===== src/rtl/iomem_ip_arbiter.sv =====
// iomem_ip_arbiter: round-robin arbiter and one-at-a-time sequencer that
// shares the hard-IP iomem window between two picorv32-style masters, with a
// watchdog that force-completes accesses the target never acknowledges.
module iomem_ip_arbiter #(
    parameter int unsigned TIMEOUT_CYCLES = 255,
    parameter logic [31:0] ERR_DATA       = 32'hDEAD_BEEF
) (
    input  logic        clk,
    input  logic        resetn,

    input  logic        m0_valid,
    output logic        m0_ready,
    input  logic [3:0]  m0_wstrb,
    input  logic [31:0] m0_addr,
    input  logic [31:0] m0_wdata,
    output logic [31:0] m0_rdata,

    input  logic        m1_valid,
    output logic        m1_ready,
    input  logic [3:0]  m1_wstrb,
    input  logic [31:0] m1_addr,
    input  logic [31:0] m1_wdata,
    output logic [31:0] m1_rdata,

    output logic        s_valid,
    input  logic        s_ready,
    output logic [3:0]  s_wstrb,
    output logic [23:0] s_addr,
    output logic [31:0] s_wdata,
    input  logic [31:0] s_rdata,

    output logic [1:0]  grant,
    output logic        timeout_flag,
    input  logic        timeout_clr
);

    typedef enum logic [1:0] {
        ST_IDLE,
        ST_BUSY,
        ST_RESP
    } state_t;

    localparam logic [15:0] CNT_LAST = 16'(TIMEOUT_CYCLES - 1);

    state_t      state;
    state_t      state_next;
    logic        last_grant;    // 0: master 0 was served last, 1: master 1
    logic [15:0] cnt;

    logic        do_grant;
    logic        pick_m1;
    logic        do_done;
    logic        do_timeout;
    logic [31:0] done_data;

    // Upper address bits select the iomem window and are decoded upstream.
    logic unused_addr_hi;
    assign unused_addr_hi = ^{m0_addr[31:24], m1_addr[31:24]};

    // State register.
    always_ff @(posedge clk) begin
        if (!resetn) begin
            state <= ST_IDLE;
        end else begin
            state <= state_next;
        end
    end

    // Next-state decode: arbitration in IDLE, completion/timeout in BUSY.
    always_comb begin
        state_next = state;
        do_grant   = 1'b0;
        pick_m1    = 1'b0;
        do_done    = 1'b0;
        do_timeout = 1'b0;
        done_data  = s_rdata;
        case (state)
            ST_IDLE: begin
                if (m0_valid || m1_valid) begin
                    do_grant   = 1'b1;
                    pick_m1    = (m0_valid && m1_valid) ? ~last_grant : m1_valid;
                    state_next = ST_BUSY;
                end
            end
            ST_BUSY: begin
                // s_ready is checked first so a late acknowledge beats the watchdog.
                if (s_ready) begin
                    do_done    = 1'b1;
                    state_next = ST_RESP;
                end else if (cnt == CNT_LAST) begin
                    do_done    = 1'b1;
                    do_timeout = 1'b1;
                    done_data  = ERR_DATA;
                    state_next = ST_RESP;
                end
            end
            ST_RESP: begin
                state_next = ST_IDLE;
            end
            default: begin
                state_next = ST_IDLE;
            end
        endcase
    end

    // Registered datapath: target request, per-master responses, watchdog, flag.
    always_ff @(posedge clk) begin
        if (!resetn) begin
            s_valid      <= 1'b0;
            s_addr       <= '0;
            s_wdata      <= '0;
            s_wstrb      <= '0;
            grant        <= '0;
            last_grant   <= 1'b1;
            cnt          <= '0;
            m0_ready     <= 1'b0;
            m1_ready     <= 1'b0;
            m0_rdata     <= '0;
            m1_rdata     <= '0;
            timeout_flag <= 1'b0;
        end else begin
            m0_ready <= 1'b0;
            m1_ready <= 1'b0;

            if (do_grant) begin
                s_valid    <= 1'b1;
                cnt        <= '0;
                grant      <= pick_m1 ? 2'b10 : 2'b01;
                last_grant <= pick_m1;
                s_addr     <= pick_m1 ? m1_addr[23:0] : m0_addr[23:0];
                s_wdata    <= pick_m1 ? m1_wdata : m0_wdata;
                s_wstrb    <= pick_m1 ? m1_wstrb : m0_wstrb;
            end else if (state == ST_BUSY && !do_done) begin
                cnt <= cnt + 16'd1;
            end

            if (do_done) begin
                s_valid <= 1'b0;
                if (grant[1]) begin
                    m1_rdata <= done_data;
                    m1_ready <= 1'b1;
                end else begin
                    m0_rdata <= done_data;
                    m0_ready <= 1'b1;
                end
            end

            if (state == ST_RESP) begin
                grant <= '0;
            end

            if (do_timeout) begin
                timeout_flag <= 1'b1;
            end else if (timeout_clr) begin
                timeout_flag <= 1'b0;
            end
        end
    end

endmodule

===== config.mk =====
export PLATFORM = sky130hd
export DESIGN_NAME = iomem_ip_arbiter
export DESIGN_NICKNAME = d
export VERILOG_FILES = /design/src/rtl/iomem_ip_arbiter.sv
export SDC_FILE = /design/constraint.sdc
export NUM_CORES = 1
export LEC_CHECK = 0
export CAP_MARGIN = 40
export CORE_MARGIN = 2
export CORE_UTILIZATION = 23
export CTS_CLUSTER_DIAMETER = 40
export DETAILED_ROUTE_END_ITERATION = 12
export GPL_TIMING_DRIVEN = 0
export SYNTH_ARGS = -nofsm -noshare
export SYNTH_HDL_FRONTEND = slang
export SYNTH_SLANG_ARGS = --single-unit

===== constraint.sdc =====
create_clock -name clk -period 3.25 [get_ports clk]
set_input_delay 0.65 -clock clk [delete_from_list [all_inputs] [get_ports clk]]
set_output_delay 0.65 -clock clk [all_outputs]
set_load 0.01 [all_outputs]

==> results.toml, run 1 <==
[status]
status = "finished, final reports clean"

[synthesis]
ys_seq_elements = 149
syn_area_um2 = 6196
yosysMostFrequentCell = "dfxtp_1"
synth_cell_types = 38
synth_compound_area_share_pct = 25.63
synth.area.top_cells = "dfxtp_1 (48%), a222oi_1 (9.7%), nand2_1 (6.8%)"
synth_top_family_by_area = "compound AO/OA/AOI/OAI gates"
synth_enable_flop_cells = 0
synth_top_area_share_pct = 48.14
yosysTopAreaCell = "dfxtp_1"
syn_avg_cell_area_um2 = 8.373
synthAdderAreaFrac_pct = 0.4039
synthMuxAreaShare_pct = 0.6462
synth_commonest_cells = "dfxtp_1 (149), nand2_1 (113), a21oi_1 (80)"
ys_async_sr_fraction_pct = 0
ys_seq_area_share_pct = 48.14
syn-num-nets = 916
synthXorXnorAreaFrac_pct = 0
synth_cells = 740
synthSimpleGateAreaFrac_pct = 20.80
synthFlopType = "dfxtp_1"
yosys_warnings = 0

[drt]
drtIter0Drc = 646
first_pass_iters = 8
avgViaCountPerCell = 4.831
postRouteAntennaNets = 0
drc = 0
num_vias = 6764
detail_route.wl_per_cell_um = 17.70
wl_um = 24780

[placed_design]
placed_area_um2 = 9495
dpl.hpwl_um = 18870
gp_congestion = 0.7874
dp_cells = 1368
port_buffers = 287

[cts]
post-cts-setup-buffer-count = 0
htreeDepth = 4
cts_buffer_depth = 2
cts_tree = "done"
clkLatencyLatePin_ns = 0.42
cts_sinks = 149
numCtsBuffers = 17
cts_resized = 0
cts.clk_slew.worst_paths_ns = 0.07
cts_hold_buffers = 0
cts_root_buf = "clkbuf_16"

[setup_path]
worstPathArrival_ns = 3.06
cp_slowest_cell = "clkbuf_1"
cp-end-kind = "register"
worstSetupPathType = "primary input to register"
cp_top_family = "buffers and inverters"
start_kind = "primary input"
cp_common_cell = "clkbuf_1"
path_buf_inv = 5
slowest_delay_ns = 0.63
critPathRequiredTime_ns = 3.53
reg2reg_from = "state[0]"
cp_cell_sequence = "clkdlybuf4s50_1, inv_1, clkbuf_1, clkbuf_1, clkbuf_1, a21oi_1"
path_max_fanout = 10
crit_start = "resetn"

[cells_and_area]
nFillCells = 2715
nets = 1222
diodes = 0
syn2layout_area_growth_pct = 63.13
drive_gt1_share_pct = 4.060
stdcell_area_um2 = 10110
finalNonFillerCells = 1400

[floorplan]
io_pins = 304
num_rows = 60
die_width_um = 168.1
die_h_um = 168.1
core-area_um2 = 26730
die_area_um2 = 28270
start_util_pct = 23.18

[timing]
maxSlewViolCount = 0
timing.fmax_ghz = 0.3596
min_period_over_period_pct = 85.56
finClkSkew_ns = 0.01404
min_period_ns = 2.781
worstMarginPinSlew_ns = 0.7500
hold_viol = 0
slew_headroom_pct = 50.00
rsz0062_at_grt = "no"
setup_viol = 0

[pwr]
p_per_area_nw_per_um2 = 505.6
p_leak_nw = 3.516
peakVddDrop_v = 0.0002831

[global_route]
grt_max_degree = 17
antenna_found_initial = 0
grt_overflow = 0
grt_first_pass_wirelength_um = 38070
grt_pass1_vias = 6621
grt_usage_pct = 17.20

[flow_run]
maxCapViolations = 0

[worst_hold_path]
hp-start = "m1_rdata[5]"
hold_path.class = "register to register"
-- state kept, by name (all words and copies together) (netlist names) --
| name | flops |
|---|---|
| m1_rdata | 32 |
| s_wdata | 32 |
| m1_ready | 1 |
| cnt | 16 |
| m0_rdata | 32 |
| s_addr | 24 |
| grant | 2 |
| m0_ready | 1 |
| timeout_flag | 1 |
| s_valid | 1 |
| s_wstrb | 4 |
| state | 2 |
| last_grant | 1 |
-- logic make-up (layout without fill, tap and decap cells) --
| group | after synthesis | after routing |
|---|---|---|
| compound gates | 242 | 242 |
| mux | 4 | 4 |
| flops | 149 | 149 |
| buf+inv | 70 | 389 |
| simple gates | 273 | 273 |
| fa+ha+maj | 2 | 2 |
-- cell usage in the layout, fill, tap and decap left out, types with 2 or more instances in the layout --
cell	netlist	final
a2111o_1	2	2
a211oi_1	2	2
a21oi_1	80	80
a222oi_1	60	60
a22oi_1	16	16
and2_1	4	4
and3_1	3	3
and4_1	3	3
buf_1	3	3
buf_2	7	7
bufinv_16	0	2
clkbuf_1	54	54
clkbuf_16	0	17
clkdlybuf4s50_1	0	287
clkinv_4	0	2
clkinvlp_4	0	2
dfxtp_1	149	149
ha_1	2	2
inv_1	6	6
inv_6	0	5
inv_8	0	3
mux2i_1	4	4
nand2_1	113	113
nand2b_1	6	6
nand3_1	9	9
nand4_1	4	4
nor2_1	67	67
nor2b_1	42	42
nor3_1	6	6
o21ai_0	12	12
o21ai_1	63	63
o31ai_1	4	4
or4_1	7	7
-- stage by stage --
step           power [mW]  setup TNS, ns  utilization (%)  setup slack [ns]  hold slack [ns]
6_report            5.110              0            37.82            0.4694           0.4449
5_1_grt             5.344              0            37.82            0.2945           0.4588
4_1_cts             5.184              0            37.82            0.4094           0.4502
3_5_place_dp        3.057        -0.6719            35.53          -0.04610           0.4398
3_3_place_gp        3.048       -0.01866            35.53         -0.005058           0.4334
2_1_floorplan       2.463              0                -             1.356           0.4450
-- worst reg2reg max path: stages (launching register included) --
cell	delay [ns]
dfxtp_1	0.47
nor3b_1	0.60
buf_2	0.35
buf_1	0.48
nand2_1	0.10
o21ai_1	0.13
-- metal layers --
| metal | vias up | track usage (%) | routed length, um |
|---|---|---|---|
| met2 | 286 | 29.50 | 12100 |
| li1 | 3320 | - | - |
| met3 | 19 | 4.584 | 1771 |
| met1 | 3139 | 21.36 | 10570 |
| met5 | - | 0 | 0 |
| met4 | 0 | 4.610 | 335 |
-- area by class of cell --
| cell class | count | area (um^2) | area share, % |
|---|---|---|---|
| Inverter | 6 | 22.52 | 0.2228 |
| Buffer | 64 | 249.0 | 2.463 |
| Clock buffer | 17 | 425.4 | 4.209 |
| Timing Repair Buffer | 287 | 2873 | 28.42 |
| Tap cell | 341 | 426.7 | 4.221 |
| Sequential cell | 149 | 2983 | 29.51 |
| Clock inverter | 15 | 186.4 | 1.845 |
| Multi-Input combinational cell | 521 | 2942 | 29.10 |
-- final timing paths --
path	end	slack [ns]	depth (start not counted)
setup / recovery	m0_rdata[24]	0.47	6
hold / removal	m1_rdata[5]	0.44	2
setup reg to reg	m0_rdata[21]	1.04	5
hold reg to reg	m1_rdata[5]	0.44	2
-- where the power goes --
group	internal, mW	switching [mW]
sequential	1.95	0.0765
combinational	0.519	0.466
clock	1.17	0.930
total	3.64	1.47
Power figures use the tool's default switching activity.
==> run 2: changes to the inputs <==
--- a/config.mk
+++ b/config.mk
@@ -6,7 +6,7 @@
 export NUM_CORES = 1
 export LEC_CHECK = 0
 export CAP_MARGIN = 40
-export CORE_MARGIN = 2
+export CORE_MARGIN = 5
 export CORE_UTILIZATION = 23
 export CTS_CLUSTER_DIAMETER = 40
 export DETAILED_ROUTE_END_ITERATION = 12
==> results.toml, run 2 (synthesized netlist as in run 1, its figures left out) <==
[status]
status = "finished, final reports clean"

[timing]
fin_hold_ws_ns = 0.4447
min_period_ns = 2.819
rsz0062_at_grt = "no"
finClkSkew_ns = 0.01201
hold_viol = 0
slew_headroom_pct = 42.17
min_period_over_period_pct = 86.73
setup_viol = 0
timing.fmax_ghz = 0.3548
worstMarginPinSlew_ns = 0.8656
maxSlewViolCount = 0

[placed_design]
dpl.hpwl_um = 18790
gp_congestion = 0.8232
port_buffers = 287

[drt]
drtIter0Drc = 563
num_vias = 6726
postRouteAntennaNets = 0
first_pass_iters = 5
wl_um = 24440
detail_route.wl_per_cell_um = 17.46
avgViaCountPerCell = 4.804
drc = 0

[pwr]
p_leak_nw = 3.496
peakVddDrop_v = 0.0002274
p_per_area_nw_per_um2 = 493.4

[setup_path]
cp_common_cell = "clkbuf_1"
critPathRequiredTime_ns = 3.52
reg2reg_from = "state[0]"
cp_top_family = "buffers and inverters"
cp_cell_sequence = "clkdlybuf4s50_1, inv_1, clkbuf_1, clkbuf_1, clkbuf_1, a21oi_1"
worstPathArrival_ns = 3.09
path_max_fanout = 10
cp-end-kind = "register"
worstSetupPathType = "primary input to register"
cp_slowest_cell = "clkbuf_1"
path_buf_inv = 5
slowest_delay_ns = 0.70
start_kind = "primary input"
crit_start = "resetn"

[cells_and_area]
final_common_cell = "clkdlybuf4s50_1"
diodes = 0
syn2layout_area_growth_pct = 62.54
nets = 1222
final_util_pct = 37.68
final_cell_mix = "clkdlybuf4s50_1 (287), dfxtp_1 (149), nand2_1 (113)"
nFillCells = 2782
drive_gt1_share_pct = 3.966
reg.largest.list = "m0_rdata x32, m1_rdata x32, s_wdata x32"

[floorplan]
start_util_pct = 23.18
io_pins = 304
die_h_um = 174.1
die_width_um = 174.1
die_area_um2 = 30320
num_rows = 60
core-area_um2 = 26730

[cts]
htreeDepth = 4
clkLatencyLatePin_ns = 0.43
cts_hold_buffers = 0
cts_resized = 0
post-cts-setup-buffer-count = 0
cts_root_buf = "clkbuf_16"
cts_buffer_depth = 2
cts_sinks = 149
numCtsBuffers = 17
cts_tree = "done"
cts.clk_slew.worst_paths_ns = 0.06

[flow_run]
maxCapViolations = 0

[global_route]
antenna_found_initial = 0
grt_max_degree = 17
grt_overflow = 0
grt_usage_pct = 15.59
grt_first_pass_wirelength_um = 37860
grt_pass1_vias = 6744

[worst_hold_path]
hp-start = "m0_rdata[18]"
hold_path.class = "register to register"
[run 2: power by group]
part           internal [mW]  switching [mW]  leakage [nW]  total (mW)
sequential              1.95          0.0744          1.22        2.02
clock                   1.11           0.855         0.274        1.96
combinational          0.519           0.461          2.00       0.980
[run 2: final timing paths]
| path | end | slack [ns] | depth (start not counted) |
|---|---|---|---|
| hold / removal | m0_rdata[18] | 0.44 | 2 |
| setup / recovery | m0_rdata[20] | 0.43 | 6 |
| hold reg to reg | m0_rdata[18] | 0.44 | 2 |
| setup reg to reg | m0_rdata[12] | 0.94 | 5 |
[run 2: per-layer routing]
| layer | global-route usage [%] | up-vias | wire [um] |
|---|---|---|---|
| met5 | 0 | - | 0 |
| met4 | 5.972 | 0 | 692 |
| met3 | 5.742 | 28 | 2074 |
| met2 | 25.12 | 273 | 11150 |
| met1 | 19.01 | 3107 | 10520 |
| li1 | - | 3318 | - |
[run 2: worst reg2reg max path: cells and delay by family (launching register included)]
family	cells	cell delay, ns
buffers and inverters	2	0.79
AOI/OAI and AO/OA	1	0.14
and+or+nand+nor	2	0.85
DFF	1	0.45
[run 2: through the flow]
step | total power [mW] | TNS (ns) | setup slack [ns] | std cells | area, um^2
final | 4.969 | 0 | 0.4314 | 1400 | 10070
after global routing | 5.207 | 0 | 0.2505 | 1400 | 10070
after CTS | 5.046 | 0 | 0.4454 | 1400 | 10070
after detailed placement | 3.051 | -0.02690 | -0.01165 | 1368 | 9495
after global placement | 3.045 | -0.1873 | -0.01809 | 1368 | 9495
after floorplan | 2.463 | 0 | 1.356 | 740 | 6196
[run 2: area by class of cell]
| cell class | count | area [um^2] | area share (%) |
|---|---|---|---|
| sequential | 149 | 2983 | 29.62 |
| multi-input combinational | 521 | 2942 | 29.21 |
| timing repair buffer | 287 | 2873 | 28.53 |
| clock buffer | 20 | 456.7 | 4.535 |
| tap | 341 | 426.7 | 4.237 |
| buffer | 64 | 249.0 | 2.472 |
| clock inverter | 12 | 118.9 | 1.180 |
| inverter | 6 | 22.52 | 0.2236 |
==> run 3: changes to the inputs <==
--- a/config.mk
+++ b/config.mk
@@ -5,12 +5,16 @@
 export SDC_FILE = /design/constraint.sdc
 export NUM_CORES = 1
 export LEC_CHECK = 0
-export CAP_MARGIN = 40
+export CAP_MARGIN = 25
+export CELL_PAD_IN_SITES_DETAIL_PLACEMENT = 1
+export CELL_PAD_IN_SITES_GLOBAL_PLACEMENT = 2
+export CORE_ASPECT_RATIO = 0.75
 export CORE_MARGIN = 5
 export CORE_UTILIZATION = 23
 export CTS_CLUSTER_DIAMETER = 40
 export DETAILED_ROUTE_END_ITERATION = 12
 export GPL_TIMING_DRIVEN = 0
+export PLACE_DENSITY_LB_ADDON = 0.1
 export SYNTH_ARGS = -nofsm -noshare
 export SYNTH_HDL_FRONTEND = slang
 export SYNTH_SLANG_ARGS = --single-unit
==> results.toml, run 3 (synthesized netlist as in run 1, its figures left out) <==
[cts]
cts_tree = "done"
cts.clk_slew.worst_paths_ns = 0.07
cts_root_buf = "clkbuf_16"
cts_buffer_depth = 2
post-cts-setup-buffer-count = 0
cts_resized = 0
cts_hold_buffers = 0
htreeDepth = 4
clkLatencyLatePin_ns = 0.43
cts_sinks = 149
numCtsBuffers = 17

[global_route]
grt_pass1_vias = 7269
grt_overflow = 0
antenna_found_initial = 8
grt_usage_pct = 18.30
grt_max_degree = 17
grt_first_pass_wirelength_um = 43370

[timing]
setup_viol = 0
hold_viol = 0
min_period_ns = 2.670
timing.fmax_ghz = 0.3746
fin_hold_ws_ns = 0.4446
worstMarginPinSlew_ns = 0.6883
rsz0062_at_grt = "no"
slew_headroom_pct = 53.81
finClkSkew_ns = 0.01154
min_period_over_period_pct = 82.14
maxSlewViolCount = 0

[drt]
num_vias = 6802
drc = 0
avgViaCountPerCell = 4.821
detail_route.wl_per_cell_um = 20.03
first_pass_iters = 5
postRouteAntennaNets = 0
wl_um = 28270
drtIter0Drc = 360

[floorplan]
num_rows = 52
io_pins = 304
start_util_pct = 23.17
core-area_um2 = 26740
die_area_um2 = 30360
die_h_um = 152.1
die_width_um = 199.5

[placed_design]
gp_congestion = 0.7643
port_buffers = 287
dpl.hpwl_um = 21820

[cells_and_area]
reg.largest.list = "m0_rdata x32, m1_rdata x32, s_wdata x32"
nFillCells = 3142
syn2layout_area_growth_pct = 63.05
drive_gt1_share_pct = 3.781
final_cell_mix = "clkdlybuf4s50_1 (287), dfxtp_1 (149), nand2_1 (113)"
nets = 1222
final_common_cell = "clkdlybuf4s50_1"
final_util_pct = 37.78

[worst_hold_path]
hold_path.class = "register to register"
hp-start = "m1_rdata[28]"

[pwr]
peakVddDrop_v = 0.0003563
p_leak_nw = 3.497
p_per_area_nw_per_um2 = 502.9

[setup_path]
worstSetupPathType = "primary input to register"
worstPathArrival_ns = 2.95
path_max_fanout = 10
crit_start = "resetn"
cp-end-kind = "register"
start_kind = "primary input"
reg2reg_from = "cnt[0]"
critPathRequiredTime_ns = 3.53

[status]
status = "finished, final reports clean"

[flow_run]
maxCapViolations = 0
==> run 3: cell types whose count changed in the layout (fill, tap and decap cells not counted) <==
cell / delta
clkbuf_8: -2
bufinv_16: +2
clkinv_2: +1
diode_2: +2
clkinv_4: -1
clkbuf_1: +1
inv_6: -3
clkinvlp_4: +1
==> run 3: final timing paths <==
check	to	slack, ns	cells past startpoint
max	m1_rdata[8]	0.58	6
min	m1_rdata[28]	0.44	2
max reg2reg	m1_rdata[0]	0.97	8
min reg2reg	m1_rdata[28]	0.44	2
==> run 3: layout make-up <==
cell class / instances / area, um^2 / share of cell area (%)
antenna: 2 / 5.005 / 0.04954
timing repair buffer: 287 / 2873 / 28.44
buffer: 64 / 249.0 / 2.465
clock buffer: 19 / 432.9 / 4.285
inverter: 6 / 22.52 / 0.2229
clock inverter: 12 / 156.4 / 1.548
tap: 351 / 439.2 / 4.347
multi-input combinational: 521 / 2942 / 29.12
sequential: 149 / 2983 / 29.53
==> run 3: routing by layer <==
layer  up-vias  share of wire, %  track usage (%)
met5         -              0.25                0
met4        10               1.0            4.138
met3        25               9.9            8.510
met2       208                45            28.22
met1      3237                44            23.44
li1       3322                 -                -
==> run 3: stage by stage <==
| step | instances | cell area [um^2] | worst slack, ns | total power [mW] | TNS [ns] |
|---|---|---|---|---|---|
| after floorplan | 740 | 6196 | 1.356 | 2.463 | 0 |
| after global placement | 1378 | 9508 | -0.004524 | 3.073 | -0.004802 |
| after detailed placement | 1378 | 9508 | 0.01225 | 3.075 | 0 |
| after CTS | 1409 | 10100 | 0.4748 | 5.175 | 0 |
| after global routing | 1409 | 10100 | 0.3729 | 5.334 | 0 |
| final | 1411 | 10100 | 0.5805 | 5.081 | 0 |
==> run 3: critical path, cell delays in order <==
cell,delay [ns]
clkdlybuf4s50_1,0.57
inv_1,0.15
clkbuf_1,0.38
clkbuf_1,0.57
clkbuf_1,0.54
a21oi_1,0.09
==> run 3: report_power, final <==
group | internal (mW) | switching (mW) | total (mW)
logic | 0.519 | 0.475 | 0.994
registers | 1.95 | 0.0770 | 2.03
clock network | 1.21 | 0.854 | 2.06
